## src/rtl/pmem_write_buffer_pkg.sv

```systemverilog
// Shared types and constants for the physical-memory write buffer.
//   pmem_wb_state_t   : buffer FSM state encoding
//   PMEM_LINE_OFFSET  : byte-offset bits of a cache line address
//   PMEM_BURST_BEATS  : beats per line burst
package rv32i_types;
   localparam int PMEM_LINE_OFFSET = 5;
   localparam int PMEM_BURST_BEATS = 4;

   typedef enum logic [2:0] {
      IDLE,
      CAPTURE,
      HIT_READ,
      FWD_READ,
      DRAIN
   } pmem_wb_state_t;
endpackage

```

## src/rtl/pmem_write_buffer_if.sv

```systemverilog
// Line-burst bus used on both sides of the write buffer.
//   read, write : burst request, held until the final resp
//   address     : line-aligned address
//   wdata       : write beat (requester -> responder)
//   rdata       : read beat (responder -> requester), valid with resp
//   resp        : one pulse per beat
// master drives the request side, slave drives rdata/resp.
interface pmem_write_buffer_if #(
   parameter int BEAT_W = 64
);
   logic              read;
   logic              write;
   logic [31:0]       address;
   logic [BEAT_W-1:0] wdata;
   logic [BEAT_W-1:0] rdata;
   logic              resp;

   modport master (output read, write, address, wdata, input rdata, resp);
   modport slave  (input read, write, address, wdata, output rdata, resp);
endinterface

```

## src/rtl/pmem_write_buffer_line.sv

```systemverilog
// Storage for the single buffered line.
//   clk   : system clock
//   we    : write the beat at idx on the rising edge
//   idx   : beat index, also selects the read beat
//   wdata : beat to store
//   rdata : stored beat at idx (combinational)
module pmem_wb_line
   import rv32i_types::*;
#(
   parameter int BEAT_W = 64,
   parameter int BEATS  = PMEM_BURST_BEATS,
   localparam int IDX_W = $clog2(BEATS)
) (
   input  logic              clk,
   input  logic              we,
   input  logic [IDX_W-1:0]  idx,
   input  logic [BEAT_W-1:0] wdata,
   output logic [BEAT_W-1:0] rdata
);
   logic [BEAT_W-1:0] line_q [BEATS];

   always_ff @(posedge clk) begin
      if (we) line_q[idx] <= wdata;
   end

   assign rdata = line_q[idx];
endmodule

```

## src/rtl/pmem_write_buffer.sv

```systemverilog
// Single-line write-back buffer between the cache burst port and memory.
// A dirty-line write is absorbed locally in BEATS cycles; the line drains
// to memory when upstream is idle or before a conflicting write.
//   clk, reset_n : system clock, asynchronous active-low reset
//   up           : slave side of the cache system burst port
//   mem          : master side towards physical memory
// Build option PMEM_WB_FORWARD_EN: read hits are served from the buffer.
// Without it a read hit drains the line first and then reads memory.
//
// state    | meaning
// IDLE     | arbitrate requests, start drain when idle and valid
// CAPTURE  | absorb one write beat per cycle into the buffer
// HIT_READ | return buffered beats upstream (forward build only)
// FWD_READ | pass a read burst straight through to memory
// DRAIN    | write the buffered line back to memory
module pmem_write_buffer
   import rv32i_types::*;
#(
   parameter int BEAT_W = 64,
   parameter int BEATS  = PMEM_BURST_BEATS
) (
   input  logic                  clk,
   input  logic                  reset_n,
   pmem_write_buffer_if.slave    up,
   pmem_write_buffer_if.master   mem
);
   localparam int CNT_W = $clog2(BEATS);
   localparam int TAG_W = 32 - PMEM_LINE_OFFSET;

   pmem_wb_state_t    state;
   logic [CNT_W-1:0]  count;
   logic [TAG_W-1:0]  buf_tag;
   logic              buf_valid;
   logic              hit;
   logic              last_beat;
   logic              line_we;
   logic [BEAT_W-1:0] line_rdata;
   logic              unused_addr_offset;

   assign hit       = buf_valid && (up.address[31:PMEM_LINE_OFFSET] == buf_tag);
   assign last_beat = (count == CNT_W'(BEATS - 1));
   assign unused_addr_offset = ^up.address[PMEM_LINE_OFFSET-1:0];

   pmem_wb_line #(.BEAT_W(BEAT_W), .BEATS(BEATS)) u_line (
      .clk   (clk),
      .we    (line_we),
      .idx   (count),
      .wdata (up.wdata),
      .rdata (line_rdata)
   );

   // count wraps to zero on the last beat, so every return to IDLE sees 0.
   always_ff @(posedge clk or negedge reset_n) begin
      if (!reset_n) begin
         state     <= IDLE;
         count     <= '0;
         buf_tag   <= '0;
         buf_valid <= 1'b0;
      end else begin
         case (state)
            IDLE: begin
               count <= '0;
               if (up.read && hit) begin
`ifdef PMEM_WB_FORWARD_EN
                  state <= HIT_READ;
`else
                  state <= DRAIN;
`endif
               end else if (up.read) begin
                  state <= FWD_READ;
               end else if (up.write && (!buf_valid || hit)) begin
                  state   <= CAPTURE;
                  buf_tag <= up.address[31:PMEM_LINE_OFFSET];
               end else if (up.write || buf_valid) begin
                  // conflicting write or idle upstream: write back first
                  state <= DRAIN;
               end
            end
            CAPTURE: begin
               count <= count + 1'b1;
               if (last_beat) begin
                  buf_valid <= 1'b1;
                  state     <= IDLE;
               end
            end
`ifdef PMEM_WB_FORWARD_EN
            HIT_READ: begin
               count <= count + 1'b1;
               if (last_beat) state <= IDLE;
            end
`endif
            FWD_READ: begin
               if (mem.resp) begin
                  count <= count + 1'b1;
                  if (last_beat) state <= IDLE;
               end
            end
            DRAIN: begin
               if (mem.resp) begin
                  count <= count + 1'b1;
                  if (last_beat) begin
                     buf_valid <= 1'b0;
                     state     <= IDLE;
                  end
               end
            end
            default: state <= IDLE;
         endcase
      end
   end

   // Outputs decoded from the registered state; the read miss path is a
   // zero-latency pass-through of the memory beat.
   always_comb begin
      up.resp     = 1'b0;
      up.rdata    = '0;
      mem.read    = 1'b0;
      mem.write   = 1'b0;
      mem.address = '0;
      mem.wdata   = line_rdata;
      line_we     = 1'b0;
      case (state)
         CAPTURE: begin
            up.resp = 1'b1;
            line_we = 1'b1;
         end
         HIT_READ: begin
            up.resp  = 1'b1;
            up.rdata = line_rdata;
         end
         FWD_READ: begin
            mem.read    = 1'b1;
            mem.address = {up.address[31:PMEM_LINE_OFFSET], {PMEM_LINE_OFFSET{1'b0}}};
            up.rdata    = mem.rdata;
            up.resp     = mem.resp;
         end
         DRAIN: begin
            mem.write   = 1'b1;
            mem.address = {buf_tag, {PMEM_LINE_OFFSET{1'b0}}};
         end
         default: ;
      endcase
   end
endmodule

```

## src/flat_wrapper.sv

```systemverilog
// flat-port wrapper written by rule: the top's interface ports become plain ports
module pmem_write_buffer_flat import rv32i_types::*;
#(
   parameter int BEAT_W = 64,
   parameter int BEATS  = PMEM_BURST_BEATS
)
  (clk, reset_n, up_read, up_write, up_address, up_wdata, up_rdata, up_resp, mem_read, mem_write, mem_address, mem_wdata, mem_rdata, mem_resp);
  pmem_write_buffer_if #(.BEAT_W(BEAT_W)) up_i ();
  pmem_write_buffer_if #(.BEAT_W(BEAT_W)) mem_i ();
  input  logic clk;
  input  logic reset_n;
  input wire logic [$bits(up_i.read)-1:0] up_read;
  input wire logic [$bits(up_i.write)-1:0] up_write;
  input wire logic [$bits(up_i.address)-1:0] up_address;
  input wire logic [$bits(up_i.wdata)-1:0] up_wdata;
  output wire logic [$bits(up_i.rdata)-1:0] up_rdata;
  output wire logic [$bits(up_i.resp)-1:0] up_resp;
  output wire logic [$bits(mem_i.read)-1:0] mem_read;
  output wire logic [$bits(mem_i.write)-1:0] mem_write;
  output wire logic [$bits(mem_i.address)-1:0] mem_address;
  output wire logic [$bits(mem_i.wdata)-1:0] mem_wdata;
  input wire logic [$bits(mem_i.rdata)-1:0] mem_rdata;
  input wire logic [$bits(mem_i.resp)-1:0] mem_resp;
  assign up_i.read = up_read;
  assign up_i.write = up_write;
  assign up_i.address = up_address;
  assign up_i.wdata = up_wdata;
  assign up_rdata = up_i.rdata;
  assign up_resp = up_i.resp;
  assign mem_read = mem_i.read;
  assign mem_write = mem_i.write;
  assign mem_address = mem_i.address;
  assign mem_wdata = mem_i.wdata;
  assign mem_i.rdata = mem_rdata;
  assign mem_i.resp = mem_resp;
  pmem_write_buffer #(.BEAT_W(BEAT_W), .BEATS(BEATS)) u_core (.clk(clk), .reset_n(reset_n), .up(up_i), .mem(mem_i));
endmodule
```

## config.mk

```make
export PLATFORM = sky130hd
export DESIGN_NAME = pmem_write_buffer_flat
export DESIGN_NICKNAME = d
export VERILOG_FILES = /design/src/rtl/pmem_write_buffer_pkg.sv /design/src/rtl/pmem_write_buffer_if.sv /design/src/rtl/pmem_write_buffer_line.sv /design/src/rtl/pmem_write_buffer.sv /design/src/flat_wrapper.sv
export SDC_FILE = /design/constraint.sdc
export NUM_CORES = 1
export LEC_CHECK = 0
export BUFFER_PORTS_ARGS = -buffer_cell sky130_fd_sc_hd__buf_2
export CORE_ASPECT_RATIO = 1.25
export CORE_MARGIN = 5
export CORE_UTILIZATION = 31
export DETAILED_ROUTE_END_ITERATION = 10
export MAX_ROUTING_LAYER = met4
export PLACE_DENSITY_LB_ADDON = 0.05
export SKIP_CTS_REPAIR_TIMING = 1
export SLEW_MARGIN = 0
export SYNTH_ARGS = -nofsm -noshare
export SYNTH_HDL_FRONTEND = slang
export SYNTH_HIERARCHICAL = 1
export SYNTH_SLANG_ARGS = --single-unit
```

## constraint.sdc

```tcl
create_clock -name clk -period 8.4 [get_ports clk]
set_input_delay 1.26 -clock clk [delete_from_list [all_inputs] [get_ports clk]]
set_output_delay 1.26 -clock clk [all_outputs]
set_load 0.1 [all_outputs]
```

# Word level (Yosys, flattened, before mapping)
# Memories as Yosys holds them, arrays and structs flattened.
# Index checks and enable logic that the tools add are counted.
# classes
eq_ne,11
n_bitwise,2
add_sub_neg,1
reduce_logical,15
n_mux,21
# ops
cell,count
$pmux 64 s2,1
$pmux 32 s2,1
$eq 27x27->1,1
$mux 3,6
$pmux 3 s3,1
$mux 1,8
$reduce_and 4->1,2
$eq 3x2->1 const B,2
$ne 2x1->1 const B,3
$pmux 2 s3,1
$ne 5x2->1 const B,1
$pmux 1 s2,2
$reduce_and 2->1,2
$reduce_or 2->1,2
$eq 3x1->1 const B,1
$eq 3x3->1 const B,1
$logic_and 1x1->1,3
$logic_not 3->1,1
$reduce_bool 3->1,1
$add 2x1->2 const B,1
$eq 2x2->1 const B,1
$logic_or 1x1->1,2
$mux 2,1
$ne 2x2->1 const B,1
3 further kinds,4
# totals
mem_bits_rw,256
reg_bits,33
wordCells,55
memories,1
in_bits,165
# memory_table
name,depth,width,rd,rd_clocked_by_memory_dff,wr,line,rtl
u_core.u_line.line_q,4,64,1,0,1,pmem_write_buffer_line.sv:20,logic [BEAT_W-1:0] line_q [BEATS];

# Longest topological paths before layout
# Gate-level depths: netlist (run 1).
# logic_depth
depth_word,8
mapped_depth,7

# Cells and area by module
# The synthesis (run 1) kept the hierarchy.
# by_module_without_submodules
module,cells_each,seq_area_each_um2,n_inst,area_each_um2
pmem_wb_line,340,7687.4,1,9286.4
pmem_write_buffer,256,825.8,1,2692.6

# Worst setup path before layout (run 1)
# No wires, ideal clock.
# synth_timing
kind,flip-flop to flip-flop
from,reg u_core.state[0]
to,mem u_core.u_line.line_q[0][0] (enable)
setup_slack_ns,2.254
path_buffers,1
t_required_ns,7.822
stages_incl_launch_ff,5
arrival_time_ns,5.568
synth_period_minus_slack_ns,6.146
path_cell_list,dfrtp_1 clkbuf_1 nand2_1 nor2_1 nor3b_1
# synth_between
elab_chain_len,4
# synth_rtl
element,line,rtl
from (decl),pmem_write_buffer.sv:30,pmem_wb_state_t state;
from (signal assigned),pmem_write_buffer.sv:55,state <= IDLE;
from (signal assigned),pmem_write_buffer.sv:67,state <= DRAIN;
from (signal assigned),pmem_write_buffer.sv:70,state <= FWD_READ;
$eq 3x1->1,pmem_write_buffer.sv:122,case (state)
$mux 1,pmem_write_buffer.sv:122,
net u_core.line_we,pmem_write_buffer.sv:36,logic line_we;
$mux 1,pmem_write_buffer_line.sv:23,if (we) line_q[idx] <= wdata;
$mux 1 (not written as such),pmem_write_buffer_line.sv:23,
to (decl),pmem_write_buffer_line.sv:20,
# The timed path passes the listed nets, and every way through them passes these cells.

# Worst setup path in the final report (run 1)
# layout_timing
from,reg u_core.count[0]
to,out up_rdata[11]
# layout_between
elab_chain_len,2
# layout_rtl
element,line,rtl
from (decl),pmem_write_buffer.sv:31,logic [CNT_W-1:0] count;
from (signal assigned),pmem_write_buffer.sv:80,count <= count + 1'b1;
from (signal assigned),pmem_write_buffer.sv:94,count <= count + 1'b1;
from (signal assigned),pmem_write_buffer.sv:100,count <= count + 1'b1;
$mem_v2 4x64,--,
$pmux 64 s2,pmem_write_buffer.sv:122,
to (decl),flat_wrapper.sv:16,output wire logic [$bits(up_i.rdata)-1:0] up_rdata;
# No other way between the ends.

==> results of run 1 <==
==> layout make-up <==
type | count | share of cell area (%)
timing repair buffer | 327 | 11.0
inverter | 4 | 0.0996
multi-input combinational | 262 | 21.4
tap | 492 | 4.08
clock inverter | 14 | 0.647
clock buffer | 46 | 6.08
antenna | 7 | 0.116
sequential | 289 | 56.5
==> cell families (layout without fill, tap and decap cells) <==
logic type | count (synthesis) | after routing | share of synthesized area, %
buffers and inverters | 49 | 391 | 2.37
DFF | 289 | 289 | 71.1
xor gates and xnor gates | 27 | 27 | 1.97
other | 1 | 12 | 0.0313
AOI/OAI and AO/OA | 105 | 105 | 7.50
muxes | 93 | 93 | 15.4
and+or+nand+nor | 31 | 31 | 1.59
adders and majority gates | 1 | 1 | 0.104
==> sequential cells by signal, indices dropped and copies added (netlist names) <==
signal                cells
u_core/u_line/line_q    256
u_core/buf_tag           27
u_core/state              3
u_core/count              2
u_core/buf_valid          1
==> worst paths after layout <==
path                                               end              start  cells after the start  slack (ps)
max                                       up_rdata[11]    u_core/count[0]                      4        3780
min                                  u_core/buf_tag[1]  u_core/buf_tag[1]                      1         560
max reg2reg                u_core/u_line/line_q[1][61]    u_core/count[0]                      3        5030
min reg2reg                          u_core/buf_tag[1]  u_core/buf_tag[1]                      1         560
max in group asynchronous              u_core/count[1]            reset_n                      1        6970
min in group asynchronous            u_core/buf_tag[6]            reset_n                      1         840
==> per-stage QoR <==
stage	cells	utilization [%]	hold slack, ps
2_1_floorplan	600	-	498
3_3_place_gp	1374	36.7	533
3_5_place_dp	1374	36.7	544
4_1_cts	1434	39.4	560
5_1_grt	1440	39.4	571
6_report	1441	39.4	557
==> routing by layer <==
metal / global-route usage (%) / wire (microns) / vias to the layer above
met5: - / 0 / -
met4: 3.37 / 495 / 0
met3: 3.34 / 1990 / 40
met2: 24.6 / 15400 / 241
met1: 16.1 / 11800 / 3559
li1: - / - / 3133
==> cell usage after synthesis (2+ instances only) <==
master    instances
nor3_1            2
nor2_1            4
edfxtp_1        256
clkbuf_1         23
nand2_1           5
nor3b_1           2
buf_1             3
buf_6             3
mux2i_1           2
xor2_1           16
mux2_2            7
dfrtp_1          33
nor2b_1           3
a21oi_1           3
xnor2_1          11
buf_4             5
mux2_4           20
and3b_1           2
and3_1            2
inv_1             4
o22ai_1           2
buf_12            3
o21ai_0           2
nand4_1           3
a22o_1           91
nor4_1            4
mux4_2           64
buf_2             8
==> critical path: stages (launching register included) <==
cell and delay, ps:
dfrtp_4 720, buf_4 880, mux4_2 670, a22o_1 210, buf_2 290
==> results.cfg, run 1 <==
[outcome]
outcome = completed

[placement]
place_area_sq_um = 14000
hpwl_microns = 18900
finalWeightedCongestion = 0.772
place_ws_ps = 4150
port_buffers = 317

[timing]
fmax_mhz = 216
finalCritPeriodShare_pct = 55.0
worst_pin_slew_ps = 1170
setup_tns_ps = 0
min_period_ps = 4620
hold_viol_final = 0
slew_viol_final = 0
skew_ps = 24.1
slew_headroom_pct = 21.8
setup-violations-final = 0
rsz0062_at_grt = false
setup_ws_ps = 3780

[yosys]
synth_edf_count = 256
ys_ff_latch = 289
yosys_most_used_dff = edfxtp_1
synth_area_per_cell_sq_um = 20.1
yosys.area.top_type_share_pct = 64.2
yosysWarnings = 6
synth_top_area_cell = edfxtp_1
seq_area_frac_synth_pct = 71.1
syn_area_sq_um = 12000
synthTopCellsByArea = edfxtp_1 64%, mux4_2 12%, dfrtp_1 6.9%, a22o_1 6.7%, mux2_4 2.5%
synthCells = 596
yosysUniqueCellTypes = 41
async_reset_ff_share_pct = 11.4

[drt]
postRouteWirelength_microns = 29700
wire_per_inst_microns = 20.6
drt_pass1_iterations = 4
vias_per_cell = 4.84
num_vias = 6973
drtIter0Drc = 188
drc_errors = 0
ant_nets = 0

[critical_path]
cp_max_fo = 50
cp_data_required_time_ps = 7140
worstSetupPathType = register to primary output
startpoint_type = register
worstPathArrival_ps = 3360
critPathCaptureType = primary output

[clock_network]
cts_root_buf = clkbuf_16
cts_sinks = 289
cts_tree = yes
clk_latency_ps = 510
clk_pin_slew_ps = 60
htreeDepth = 2
cts_buffers = 34
cts_buffer_depth = 3

[floorplanning]
die_height_microns = 230
core_sq_um = 38200
fp-row-count = 80
fp.dieW_microns = 186
initial_core_util_pct = 31.3
io_pins = 328
fp.dieArea_sq_um = 42700

[global_routing]
grt_overflow_total = 0
grt_pass1_wl_microns = 44700
antenna_found_initial = 6
first_global_vias = 7655
grt_max_degree = 94
grt_usage_pct = 14.0

[finish]
fin_area_sq_um = 15100
layout.nets = 1084
layout_common_cells = 317 x buf_2, 256 x edfxtp_1, 91 x a22o_1
layout_commonest_cell = buf_2
fillers = 3610
seq_area_sq_um = 8520
drive_gt1_share_pct = 50.4
area_growth_pct = 25.8
multiInputGateArea_sq_um = 3230

[min_path]
hp-class = register to register

[job]
max-cap-violations = 0
Power of run 1 is left out: the tool's default activity adds up to more than one toggle a clock period on the data nets, which glitch-free logic cannot reach.
==> run 2, diff against run 1 <==
ABC_AREA = 1   (was default)
clock period = 4.8 ns   (was 8.4 ns; I/O delays follow)
==> run 2 against run 1 <==
Non-clock buffer count rose by 7. First-iteration DRC count is 120% higher. Utilization is 0.61 points lower. Sequential cell count unchanged. Clock-buffer cell count up 3. Sequential share of layout area down 4.6 points. Register-to-register slack got worse by 2600 ps.
==> results.cfg, run 2 <==
[outcome]
outcome = completed

[timing]
min_period_ps = 3680
setup_tns_ps = 0
fmax_mhz = 271
finalCritPeriodShare_pct = 76.8
rsz0062_at_grt = false
setup-violations-final = 0
whs_ps = 307
hold_viol_final = 0
slew_viol_final = 0
skew_ps = 8.39
worst_pin_slew_ps = 830
slew_headroom_pct = 44.7

[global_routing]
first_global_vias = 9764
antenna_found_initial = 7
grt_max_degree = 133
grt_overflow_total = 0
grt_pass1_wl_microns = 56900
grt_usage_pct = 15.6

[clock_network]
cts_tree = yes
cts_sinks = 289
htreeDepth = 2
cts_buffers = 34
clk_latency_ps = 500
cts_buffer_depth = 3
cts_root_buf = clkbuf_16
clk_pin_slew_ps = 60

[placement]
post-place-cells = 2204
finalWeightedCongestion = 0.747
hpwl_microns = 22600
port_buffers = 317

[finish]
layout_common_cells = 748 x nand2_1, 317 x buf_2, 256 x edfxtp_1
largestRegisters = u_core/u_line/line_q: 256 flops, u_core/buf_tag: 27 flops, u_core/state: 3 flops
layout.nets = 1847
drive_gt1_share_pct = 23.3
seq_area_sq_um = 8520
regMostFlops = u_core/u_line/line_q
fin_cells = 2267
largest_reg_flops = 256
layout_commonest_cell = nand2_1
area_growth_pct = 23.2
fillers = 4274
finalCoreUtilization_pct = 38.8
multiInputGateArea_sq_um = 3950

[floorplanning]
initial_core_util_pct = 31.5
fp.dieArea_sq_um = 47200
core_sq_um = 42300
fp.dieW_microns = 195
io_pins = 328
fp-row-count = 84
die_height_microns = 242

[yosys]
synthMuxAreaShare_pct = 0
yosysUniqueCellTypes = 33
yosys.area_share.simple_pct = 23.4
synthCells = 1386
syn_area_sq_um = 13300
synth_most_common_cell = nand2_1
synth_compound_area_share_pct = 4.46
yosys_most_used_dff = edfxtp_1
ys_ff_latch = 289
seq_area_frac_synth_pct = 64.0
synthTopCellsByArea = edfxtp_1 58%, nand2_1 21%, dfrtp_1 6.2%, inv_1 2.6%, o21ai_0 2.5%
yosys.area.top_type_share_pct = 57.8
async_reset_ff_share_pct = 11.4
yosysWarnings = 6
synth_edf_count = 256
synth_fa_ha_area_share_pct = 0.0940
synth_area_per_cell_sq_um = 9.60
synth_top_area_cell = edfxtp_1
yosys.area_share.xor_xnor_pct = 1.25
synth_top_family_by_area = simple AND/OR/NAND/NOR gates
synth_common_cells = 748 x nand2_1, 256 x edfxtp_1, 93 x inv_1, 67 x o21ai_0, 41 x buf_2

[critical_path]
rrSetupSlack_ps = 2390
worstSetupPathType = register to primary output
cpMostUsedCell = nand2_1
worstPathArrival_ps = 2960
crit_path_top_delay_cell = inv_4
slowest_delay_ps = 520
cp_max_fo = 60
cp_data_required_time_ps = 4080
critPathCaptureType = primary output
crit_family = buffers and inverters
critPathBufInv = 4
crit_chain = inv_4 -> buf_4 -> nand2_1 -> nand2_1 -> nand2_1 -> nand2_1 -> inv_1 -> o21ai_0 -> buf_2
startpoint_type = register

[drt]
drt_pass1_iterations = 4
postRouteWirelength_microns = 36900
num_vias = 9995
wire_per_inst_microns = 16.3
drc_errors = 0
drtIter0Drc = 416
vias_per_cell = 4.41
ant_nets = 0

[job]
max-cap-violations = 0

[min_path]
hp-class = input port to async pin
run 2: cell count changes after synthesis, moves of 7 or more:
cell	delta
a22o_1	-73
buf_2	+33
buf_6	+10
clkbuf_1	-10
inv_1	+89
mux2_2	-7
mux2_4	-20
mux4_2	-64
nand2_1	+743
nand4_1	+25
o21ai_0	+65
xnor2_1	+7
xor2_1	-15
run 2: stage by stage:
stage	setup WS (ps)	area [sq um]
final	1120	16400
after global routing	853	16400
after CTS	994	16400
after floorplan	-922	13300
after global placement	1550	15300
after detailed placement	1560	15300
run 2: layout make-up:
type,count,area share [%]
well taps,559,4.27
repair buffers,334,11.1
clock buffers,49,5.78
inverters,96,2.21
multi-input cells,926,24.1
flip-flops and latches,289,51.9
clock inverters,8,0.557
diodes,6,0.0916
run 2: final timing paths:
path / from / endpoint / depth (start not counted)
max: u_core/count[0] / up_rdata[61] / 9
min: reset_n / u_core/buf_tag[14] / 1
max reg2reg: u_core/state[0] / u_core/u_line/line_q[1][24] / 7
min reg2reg: u_core/buf_tag[20] / u_core/buf_tag[20] / 2
max in group asynchronous: reset_n / u_core/count[0] / 1
min in group clk: up_wdata[9] / u_core/u_line/line_q[0][9] / 1
run 2: cell families (layout without fill, tap and decap cells):
kind of cell / Yosys count / in the layout
and+or+nand+nor: 801 / 801
DFF: 289 / 289
buffers and inverters: 175 / 487
AOI/OAI and AO/OA: 100 / 100
xor gates and xnor gates: 19 / 19
adders and majority gates: 1 / 1
other: 1 / 11
run 2: layer usage:
metal	share of wire [%]	global-route usage (%)
met3	5.6	3.49
met1	42	18.4
met5	0	-
met4	1.3	3.00
met2	52	27.6
Power of run 2 is left out for the same reason.
==> run 3, diff against run 2 <==
clock period = 3.1 ns   (was 4.8 ns; I/O delays follow)
==> run 3 against run 2 <==
The flow now finishes with violations (negative hold slack). Setup slack got worse by 960 ps. Clock-buffer cell count decreased by 12. Hold slack got worse by 310 ps. Global-route usage increased by 0.48 points. Sequential cell count unchanged. First-iteration DRC count decreased by 7.2%. Non-clock buffer count increased by 17. Clock skew increased by 5.4 ps. Critical endpoint is now up_rdata[49].
==> results.cfg, run 3 (same netlist as run 2, synthesis figures left out) <==
[finish]
fillers = 3978
largest_reg_flops = 256
fin_area_sq_um = 19300
finalCoreUtilization_pct = 45.7
area_growth_pct = 45.1
drive_gt1_share_pct = 27.8
layout_common_cells = 748 x nand2_1, 256 x edfxtp_1, 183 x buf_2
layout.nets = 1861
regMostFlops = u_core/u_line/line_q
layout_commonest_cell = nand2_1
largestRegisters = u_core/u_line/line_q: 256 flops, u_core/buf_tag: 27 flops, u_core/state: 3 flops

[timing]
slew_headroom_pct = 45.8
slew_viol_final = 0
min_period_ps = 2940
skew_ps = 13.8
whs_ps = -0.474
worst_pin_slew_ps = 813
fmax_mhz = 340
rsz0062_at_grt = true
setup_ws_ps = 156
setup-violations-final = 0
hold_viol_final = 2
finalCritPeriodShare_pct = 95.0

[critical_path]
critPathCaptureType = primary output
cp_data_required_time_ps = 2630
worstSetupPathType = register to primary output
reg2regPathDepth = 4
worstPathArrival_ps = 2480
cp_max_fo = 37
startpoint_type = register

[clock_network]
cts_buffer_depth = 3
clk_latency_ps = 570
cts_sinks = 289
clk_pin_slew_ps = 60
cts_tree = yes
htreeDepth = 1
cts_buffers = 31
cts_root_buf = clkbuf_16

[drt]
num_vias = 10157
drt_pass1_iterations = 5
wire_per_inst_microns = 16.9
vias_per_cell = 4.45
drtIter0Drc = 386
ant_nets = 0
drc_errors = 0
postRouteWirelength_microns = 38500

[global_routing]
grt_overflow_total = 0
grt_max_degree = 75
grt_usage_pct = 16.1
grt_pass1_wl_microns = 58600
first_global_vias = 10003
antenna_found_initial = 7

[job]
max-cap-violations = 0

[floorplanning]
fp-row-count = 84
die_height_microns = 242
fp.dieArea_sq_um = 47200
fp.dieW_microns = 195
initial_core_util_pct = 31.5
io_pins = 328
core_sq_um = 42300

[outcome]
violations = negative hold slack
outcome = finished with violations

[placement]
finalWeightedCongestion = 0.735
port_buffers = 317
place_ws_ps = 621
hpwl_microns = 25400
place_area_sq_um = 18300

[min_path]
hp-class = input port to async pin
run 3: stage by stage:
step / cells / hold WS, ps / TNS [ps]
2_1_floorplan: 1390 / 169 / -87160
3_3_place_gp: 2220 / 476 / 0
3_5_place_dp: 2220 / 481 / 0
4_1_cts: 2275 / -8.37 / -8.49
5_1_grt: 2283 / 36.0 / -3.20
6_report: 2285 / -0.474 / 0
run 3: metal layers:
| layer | GRT usage [%] | wire length, microns | vias up |
|---|---|---|---|
| met4 | 3.41 | 563 | 0 |
| li1 | - | - | 5110 |
| met1 | 18.8 | 15700 | 4760 |
| met2 | 28.8 | 20200 | 248 |
| met3 | 3.14 | 2070 | 39 |
| met5 | - | 0 | - |
run 3: critical path, stage by stage, from the launching register on:
cell and delay, ps:
dfrtp_4 600, inv_4 180, clkbuf_16 270, nand2_1 70, nand2_1 60, nand2_1 40, nand2_1 200, inv_1 110
o21ai_4 170, buf_12 190
run 3: final cells by class:
class	count	area, sq um	area share, %
diodes	9	22.5	0.117
clock buffers	37	798	4.14
clock inverters	18	145	0.752
inverters	96	364	1.89
multi-input cells	926	4690	24.3
flip-flops and latches	289	8520	44.1
well taps	559	699	3.62
repair buffers	351	4060	21.0
run 3: final timing paths:
check	startpoint	to	slack, ps
setup / recovery	u_core/count[0]	up_rdata[49]	160
setup reg to reg	u_core/count[1]	u_core/u_line/line_q[3][11]	900
min in group clk	up_wdata[44]	u_core/u_line/line_q[0][44]	110
hold reg to reg	u_core/buf_tag[12]	u_core/buf_tag[12]	490
hold / removal	reset_n	u_core/buf_tag[16]	-0.5
max in group asynchronous	reset_n	u_core/count[1]	2490
Power of run 3 is left out for the same reason.
